<file path="src/rtl/bp_clint_timer_array_pkg.sv">
// Shared CLINT definitions: default address map and the register decode result type.
package bp_clint_timer_array_pkg;

  localparam int unsigned clint_msip_base_gp     = 32'h0000;
  localparam int unsigned clint_mtimecmp_base_gp = 32'h4000;
  localparam int unsigned clint_mtime_addr_gp    = 32'hBFF8;

  typedef enum logic [1:0] {
    e_clint_msip,
    e_clint_mtimecmp,
    e_clint_mtime,
    e_clint_none
  } bp_clint_dev_e;

  // Index width that stays legal (>= 1 bit) for a single-entry array.
  function automatic int unsigned clint_idx_width(input int unsigned n);
    return (n > 1) ? $clog2(n) : 1;
  endfunction

endpackage

</file>
<file path="src/rtl/bp_clint_timer_array_if.sv">
// Request/response bus of the CLINT; signal names carry their direction as seen by the CLINT.
interface bp_clint_timer_array_if #(
  parameter int unsigned addr_width_p  = 16,
  parameter int unsigned dword_width_p = 64
);

  logic                     v_i;
  logic                     ready_and_o;
  logic                     w_i;
  logic [addr_width_p-1:0]  addr_i;
  logic [dword_width_p-1:0] data_i;
  logic                     v_o;
  logic                     yumi_i;
  logic [dword_width_p-1:0] data_o;

  modport master (
    output v_i, w_i, addr_i, data_i, yumi_i,
    input  ready_and_o, v_o, data_o
  );

  modport slave (
    input  v_i, w_i, addr_i, data_i, yumi_i,
    output ready_and_o, v_o, data_o
  );

endinterface

</file>
<file path="src/rtl/bp_clint_addr_decode.sv">
// Maps a CLINT byte address onto a register class and hart index; out-of-range harts decode
// as unmapped.
module bp_clint_addr_decode
  import bp_clint_timer_array_pkg::*;
#(
  parameter int unsigned num_harts_p     = 4,
  parameter int unsigned addr_width_p    = 16,
  parameter int unsigned msip_base_p     = clint_msip_base_gp,
  parameter int unsigned mtimecmp_base_p = clint_mtimecmp_base_gp,
  parameter int unsigned mtime_addr_p    = clint_mtime_addr_gp,
  parameter int unsigned hart_width_p    = clint_idx_width(num_harts_p)
) (
  input  logic [addr_width_p-1:0] addr_i,
  output bp_clint_dev_e           dev_o,
  output logic [hart_width_p-1:0] hart_o
);

  localparam int unsigned WordW = addr_width_p - 3;

  localparam logic [WordW-1:0] NumHarts  = WordW'(num_harts_p);
  localparam logic [WordW-1:0] MsipWord  = WordW'(msip_base_p >> 3);
  localparam logic [WordW-1:0] CmpWord   = WordW'(mtimecmp_base_p >> 3);
  localparam logic [WordW-1:0] MtimeWord = WordW'(mtime_addr_p >> 3);

  logic [WordW-1:0] word;
  logic [WordW-1:0] msip_off;
  logic [WordW-1:0] cmp_off;
  logic             unused_low;

  assign word       = addr_i[addr_width_p-1:3];
  assign unused_low = ^addr_i[2:0];

  // An address below the base wraps to a huge offset, so one compare is the full range check.
  assign msip_off = word - MsipWord;
  assign cmp_off  = word - CmpWord;

  always_comb begin
    dev_o  = e_clint_none;
    hart_o = '0;
    if (word == MtimeWord) begin
      dev_o = e_clint_mtime;
    end else if (msip_off < NumHarts) begin
      dev_o  = e_clint_msip;
      hart_o = msip_off[hart_width_p-1:0];
    end else if (cmp_off < NumHarts) begin
      dev_o  = e_clint_mtimecmp;
      hart_o = cmp_off[hart_width_p-1:0];
    end
  end

endmodule

</file>
<file path="src/rtl/bp_clint_timer_array.sv">
// Core-local interruptor for num_harts_p harts: prescaled shared mtime, per-hart mtimecmp and
// msip, registered timer/software interrupt lines, single-entry response buffer.
module bp_clint_timer_array
  import bp_clint_timer_array_pkg::*;
#(
  parameter int unsigned num_harts_p     = 4,
  parameter int unsigned dword_width_p   = 64,
  parameter int unsigned addr_width_p    = 16,
  parameter int unsigned rtc_div_p       = 8,
  parameter int unsigned mtimecmp_base_p = clint_mtimecmp_base_gp,
  parameter int unsigned mtime_addr_p    = clint_mtime_addr_gp
) (
  input  logic                   clk_i,
  input  logic                   reset_i,
  bp_clint_timer_array_if.slave  bus_io,
  output logic [num_harts_p-1:0] timer_irq_o,
  output logic [num_harts_p-1:0] software_irq_o
);

  localparam int unsigned HartW = clint_idx_width(num_harts_p);
  localparam int unsigned PsW   = clint_idx_width(rtc_div_p);

  localparam logic [PsW-1:0] PsLast = PsW'(rtc_div_p - 1);

  bp_clint_dev_e                             dev;
  logic [HartW-1:0]                          hart;
  logic                                      accept;
  logic                                      wr_en;
  logic                                      tick;
  logic [dword_width_p-1:0]                  rdata;

  logic [PsW-1:0]                            ps_q, ps_d;
  logic [dword_width_p-1:0]                  mtime_q, mtime_d;
  logic [num_harts_p-1:0][dword_width_p-1:0] mtimecmp_q, mtimecmp_d;
  logic [num_harts_p-1:0]                    msip_q, msip_d;
  logic [num_harts_p-1:0]                    timer_hit;
  logic [num_harts_p-1:0]                    timer_irq_q;
  logic [num_harts_p-1:0]                    software_irq_q;
  logic                                      resp_v_q, resp_v_d;
  logic [dword_width_p-1:0]                  resp_data_q, resp_data_d;

  bp_clint_addr_decode #(
    .num_harts_p     (num_harts_p),
    .addr_width_p    (addr_width_p),
    .msip_base_p     (clint_msip_base_gp),
    .mtimecmp_base_p (mtimecmp_base_p),
    .mtime_addr_p    (mtime_addr_p),
    .hart_width_p    (HartW)
  ) u_decode (
    .addr_i (bus_io.addr_i),
    .dev_o  (dev),
    .hart_o (hart)
  );

  assign bus_io.ready_and_o = ~resp_v_q | bus_io.yumi_i;
  assign bus_io.v_o         = resp_v_q;
  assign bus_io.data_o      = resp_data_q;

  assign accept = bus_io.v_i & bus_io.ready_and_o;
  assign wr_en  = accept & bus_io.w_i;
  assign tick   = (ps_q == PsLast);

  // Prescaler and mtime; a write to mtime wins over a coincident tick.
  always_comb begin
    ps_d    = tick ? '0 : ps_q + PsW'(1);
    mtime_d = mtime_q;
    if (wr_en && (dev == e_clint_mtime)) begin
      mtime_d = bus_io.data_i;
    end else if (tick) begin
      mtime_d = mtime_q + dword_width_p'(1);
    end
  end

  always_comb begin
    mtimecmp_d = mtimecmp_q;
    msip_d     = msip_q;
    if (wr_en && (dev == e_clint_mtimecmp)) begin
      mtimecmp_d[hart] = bus_io.data_i;
    end
    if (wr_en && (dev == e_clint_msip)) begin
      msip_d[hart] = bus_io.data_i[0];
    end
  end

  // Reads see the register contents ahead of any update landing on the same edge.
  always_comb begin
    rdata = '0;
    unique case (dev)
      e_clint_msip:     rdata = dword_width_p'(msip_q[hart]);
      e_clint_mtimecmp: rdata = mtimecmp_q[hart];
      e_clint_mtime:    rdata = mtime_q;
      default:          rdata = '0;
    endcase
  end

  always_comb begin
    resp_v_d    = resp_v_q;
    resp_data_d = resp_data_q;
    if (accept) begin
      resp_v_d    = 1'b1;
      resp_data_d = bus_io.w_i ? '0 : rdata;
    end else if (bus_io.yumi_i) begin
      resp_v_d = 1'b0;
    end
  end

  always_comb begin
    timer_hit = '0;
    for (int unsigned h = 0; h < num_harts_p; h++) begin
      timer_hit[h] = (mtime_q >= mtimecmp_q[h]);
    end
  end

  always_ff @(posedge clk_i) begin
    if (reset_i) begin
      ps_q           <= '0;
      mtime_q        <= '0;
      mtimecmp_q     <= '1;
      msip_q         <= '0;
      timer_irq_q    <= '0;
      software_irq_q <= '0;
      resp_v_q       <= 1'b0;
      resp_data_q    <= '0;
    end else begin
      ps_q           <= ps_d;
      mtime_q        <= mtime_d;
      mtimecmp_q     <= mtimecmp_d;
      msip_q         <= msip_d;
      timer_irq_q    <= timer_hit;
      software_irq_q <= msip_d;
      resp_v_q       <= resp_v_d;
      resp_data_q    <= resp_data_d;
    end
  end

  assign timer_irq_o    = timer_irq_q;
  assign software_irq_o = software_irq_q;

endmodule

</file>
<file path="src/flat_wrapper.sv">
// flat-port wrapper written by rule: the top's interface ports become plain ports
module bp_clint_timer_array_flat import bp_clint_timer_array_pkg::*;
#(
  parameter int unsigned num_harts_p     = 4,
  parameter int unsigned dword_width_p   = 64,
  parameter int unsigned addr_width_p    = 16,
  parameter int unsigned rtc_div_p       = 8,
  parameter int unsigned mtimecmp_base_p = clint_mtimecmp_base_gp,
  parameter int unsigned mtime_addr_p    = clint_mtime_addr_gp
)
  (clk_i, reset_i, timer_irq_o, software_irq_o, bus_io_v_i, bus_io_w_i, bus_io_addr_i, bus_io_data_i, bus_io_yumi_i, bus_io_ready_and_o, bus_io_v_o, bus_io_data_o);
  bp_clint_timer_array_if #(.addr_width_p(addr_width_p), .dword_width_p(dword_width_p)) bus_io_i ();
  input  logic clk_i;
  input  logic reset_i;
  output logic [num_harts_p-1:0] timer_irq_o;
  output logic [num_harts_p-1:0] software_irq_o;
  input wire logic [$bits(bus_io_i.v_i)-1:0] bus_io_v_i;
  input wire logic [$bits(bus_io_i.w_i)-1:0] bus_io_w_i;
  input wire logic [$bits(bus_io_i.addr_i)-1:0] bus_io_addr_i;
  input wire logic [$bits(bus_io_i.data_i)-1:0] bus_io_data_i;
  input wire logic [$bits(bus_io_i.yumi_i)-1:0] bus_io_yumi_i;
  output wire logic [$bits(bus_io_i.ready_and_o)-1:0] bus_io_ready_and_o;
  output wire logic [$bits(bus_io_i.v_o)-1:0] bus_io_v_o;
  output wire logic [$bits(bus_io_i.data_o)-1:0] bus_io_data_o;
  assign bus_io_i.v_i = bus_io_v_i;
  assign bus_io_i.w_i = bus_io_w_i;
  assign bus_io_i.addr_i = bus_io_addr_i;
  assign bus_io_i.data_i = bus_io_data_i;
  assign bus_io_i.yumi_i = bus_io_yumi_i;
  assign bus_io_ready_and_o = bus_io_i.ready_and_o;
  assign bus_io_v_o = bus_io_i.v_o;
  assign bus_io_data_o = bus_io_i.data_o;
  bp_clint_timer_array #(.num_harts_p(num_harts_p), .dword_width_p(dword_width_p), .addr_width_p(addr_width_p), .rtc_div_p(rtc_div_p), .mtimecmp_base_p(mtimecmp_base_p), .mtime_addr_p(mtime_addr_p)) u_core (.clk_i(clk_i), .reset_i(reset_i), .bus_io(bus_io_i), .timer_irq_o(timer_irq_o), .software_irq_o(software_irq_o));
endmodule
</file>
<file path="config.mk">
export PLATFORM = sky130hd
export DESIGN_NAME = bp_clint_timer_array_flat
export DESIGN_NICKNAME = d
export VERILOG_FILES = /design/src/rtl/bp_clint_timer_array_pkg.sv /design/src/rtl/bp_clint_timer_array_if.sv /design/src/rtl/bp_clint_addr_decode.sv /design/src/rtl/bp_clint_timer_array.sv /design/src/flat_wrapper.sv
export SDC_FILE = /design/constraint.sdc
export NUM_CORES = 1
export LEC_CHECK = 0
export BUFFER_PORTS_ARGS = -buffer_cell sky130_fd_sc_hd__buf_2
export CAP_MARGIN = 20
export CELL_PAD_IN_SITES_DETAIL_PLACEMENT = 1
export CELL_PAD_IN_SITES_GLOBAL_PLACEMENT = 2
export CORE_MARGIN = 2
export CORE_UTILIZATION = 34
export CTS_CLUSTER_DIAMETER = 200
export DETAILED_ROUTE_END_ITERATION = 16
export HOLD_SLACK_MARGIN = 0.08
export PLACE_DENSITY_LB_ADDON = 0.1
export REMOVE_ABC_BUFFERS = 1
export SETUP_SLACK_MARGIN = 0.2
export SLEW_MARGIN = 5
export SYNTH_ARGS = -nofsm -noshare
export SYNTH_HDL_FRONTEND = slang
export SYNTH_SLANG_ARGS = --single-unit
export TNS_END_PERCENT = 10
</file>
<file path="constraint.sdc">
create_clock -name clk_i -period 2.6 [get_ports clk_i]
set_clock_uncertainty 0.2 [all_clocks]
set_input_delay 0.13 -clock clk_i [delete_from_list [all_inputs] [get_ports clk_i]]
set_output_delay 0.13 -clock clk_i [all_outputs]
set_load 0.03 [all_outputs]
</file>
==> reports/results.ini <==
[sta]
max_slew.worst_pin.slew_ns=0.676
rsz0062_at_grt=yes
max_freq_mhz=373
slew_violations=0
fin_crit_sh_pct=103
fin_ws_ns=-0.0784
setup-violations-final=2
fin_crit_ns=2.68
finalHoldWorstSlack_ns=0.173
max_slew_margin_pct=55.0
finalHoldViolations=0

[critical_path]
worstSetupPathType=reg -> reg
cp_data_arrival_time_ns=3.01
crit_path_start_kind=flip-flop
reg2reg_depth=10
crit_path_max_fanout=2
crit_required_ns=2.94
crit_path_end_kind=flip-flop

[drt]
drt_wl_total_microns=91100
first_pass_iters=5
drcViolationCount=0
wl_per_cell_microns=23.1
drtIter0Drc=834
antenna_left=0
vias=21900
vias_per_cell=5.55

[grt]
grt_pass1_wl_microns=140000
grt_max_degree=68
antenna_found_initial=3
grt_overflow=0
grtUsageMet1_pct=31.8
use_met3_pct=2.58
grt-busiest-layer=met2
gr-usage-met2_pct=49.1
grt_pass1_vias=23400
grt_use_total_pct=26.8

[die]
die_area_sq_um=67800
io_pins=159
die_y_microns=260
start_util_pct=34.5
fp.dieW_microns=260
core_sq_um=64700
rows=93

[logic_synthesis]
synth.most_common_cell=dfxtp_1
ys_ff_latch=396
synth_common_cells=dfxtp_1 (396), nand2_1 (344), ha_1 (259)
synthFlopType=dfxtp_1
synth_warnings=0
avgSynthCellArea_sq_um=8.42
seq_area_frac_synth_pct=35.5
synth-edff-count=0
async_reset_ff_share_pct=0
synth_cells=2652
synth_top_cell_by_area=dfxtp_1
netlist_area_sq_um=22300
synth_top_area_share_pct=35.5
synth_cell_types=66
synthTopCellsByArea=dfxtp_1 (35%), ha_1 (15%), o211ai_1 (8.6%)

[power_and_ir_drop]
leakage_nw=14.7
total_power_mw=13.9
ir_drop_uv=412
power.density_nw_per_um2=472

[placed_design]
numPortBuffers=155
place_congestion=0.862
post_dp_cell_area_sq_um=26000
hpwlAfterDp_microns=65200

[clocking]
cts_tree=built
clock_sinks=396
clock_latency_ns=0.60
cts_made_buffers=50
h-tree-depth=2
clkTransAtPathRegs_ns=0.06
clockRootBuffer=clkbuf_16
cts_buffer_depth=3

[layout]
stdcell_area_sq_um=29500
nets=3399
drive_gt1_share_pct=23.0
area_growth_pct=32.2
n_antenna_cell=0

[worst_hold_path]
hp-class=in -> reg
hold_path_depth=4

[status]
violations=negative setup slack
status=finished, violations left

[flow_run]
maxCapViolCount=0

worst max-delay path, cell delays in order (launching register included):
cell and delay (ns):
dfxtp_2 0.34, inv_2 0.05, ha_4 0.26, nand4_1 0.17, nor4_4 0.40, o211ai_1 0.17, a31oi_2 0.32, o21ai_2 0.12
buf_4 0.15, a2111oi_4 0.27, o31a_1 0.17
stage by stage:
step / cells / worst slack [ns] / setup TNS, ns / utilization, %
2_1_floorplan: 2493 / -6.68 / -1468.09 / -
3_3_place_gp: 3765 / -0.700 / -2.46 / 40.2
3_5_place_dp: 3765 / -0.804 / -3.68 / 40.2
4_1_cts: 3946 / -0.0732 / -0.0936 / 45.2
5_1_grt: 3948 / -0.145 / -0.333 / 45.6
6_report: 3948 / -0.0784 / -0.122 / 45.6
logic make-up after synthesis:
kind of cell | after synthesis | share of synthesized area, %
AOI/OAI and AO/OA | 719 | 22.6
and+or+nand+nor | 731 | 14.8
muxes | 71 | 3.19
DFF | 396 | 35.5
buffers and inverters | 417 | 7.13
adders and majority gates | 259 | 14.5
xor gates and xnor gates | 59 | 2.31
final cells by class:
type / count / area [sq um]
Sequential cell: 396 / 8020
Tap cell: 855 / 1070
Fill cell: 7555 / 35200
Timing Repair Buffer: 510 / 4070
Inverter: 258 / 976
Multi-Input combinational cell: 1839 / 13700
Clock buffer: 75 / 1540
Clock inverter: 15 / 179
layer usage:
metal	routed length, microns	up-vias
met5	25	-
met4	3870	4
met3	2340	171
met2	46000	343
met1	38800	11000
li1	-	10400
state kept, by name, indices dropped and copies added, names as in the netlist:
signal / flops
u_core.bus_io.v_o: 1
u_core.timer_irq_o: 4
u_core.mtime_q: 64
u_core.msip_q: 4
u_core.ps_q: 3
u_core.mtimecmp_q: 256
u_core.bus_io.data_o: 64
layout by cell type, fill, tap and decap left out, types with 47 or more instances in the layout:
cell | netlist | layout
ha_1 | 259 | 233
buf_4 | 2 | 237
nand4_1 | 47 | 47
a21oi_1 | 85 | 83
nand3_1 | 69 | 57
o211ai_1 | 255 | 255
nand2_1 | 344 | 339
dlygate4sd3_1 | 0 | 80
buf_2 | 15 | 153
a221oi_1 | 69 | 66
mux2i_1 | 69 | 69
xor2_1 | 48 | 47
dfxtp_1 | 396 | 336
a211oi_1 | 74 | 63
nor2_1 | 169 | 165
clkbuf_16 | 0 | 54
dfxtp_2 | 0 | 55
inv_1 | 257 | 241
o21ai_0 | 108 | 97
a22oi_1 | 65 | 65
final timing paths:
check                                      start                             endpoint  slack (ns)
max reg2reg  u_core.mtimecmp_q[147]$_SDFFE_PP1P_     u_core.timer_irq_o[2]$_SDFF_PP0_       -0.08
max          u_core.mtimecmp_q[147]$_SDFFE_PP1P_     u_core.timer_irq_o[2]$_SDFF_PP0_       -0.08
min                            bus_io_data_i[40]  u_core.mtimecmp_q[168]$_SDFFE_PP1P_        0.17
min reg2reg            u_core.ps_q[0]$_SDFF_PP0_            u_core.ps_q[0]$_SDFF_PP0_        0.24
repair_timing:
action | in CTS | in global routing
endpoints found under the setup margin | 42 | 103
hold buffers | 81 | 0
buffers inserted | 10 | 2
pin swaps | 58 | 22
gates resized for setup | 160 | 64
endpoints found under the hold margin | 388 | 0
report_power, final:
part / leakage [nW] / internal [mW] / switching (mW)
clock: 0.857 / 4.46 / 2.89
combinational: 10.7 / 0.191 / 0.338
sequential: 3.21 / 6.07 / 0.00444
total: 14.7 / 10.7 / 3.23
Power figures use the tool's default switching activity.
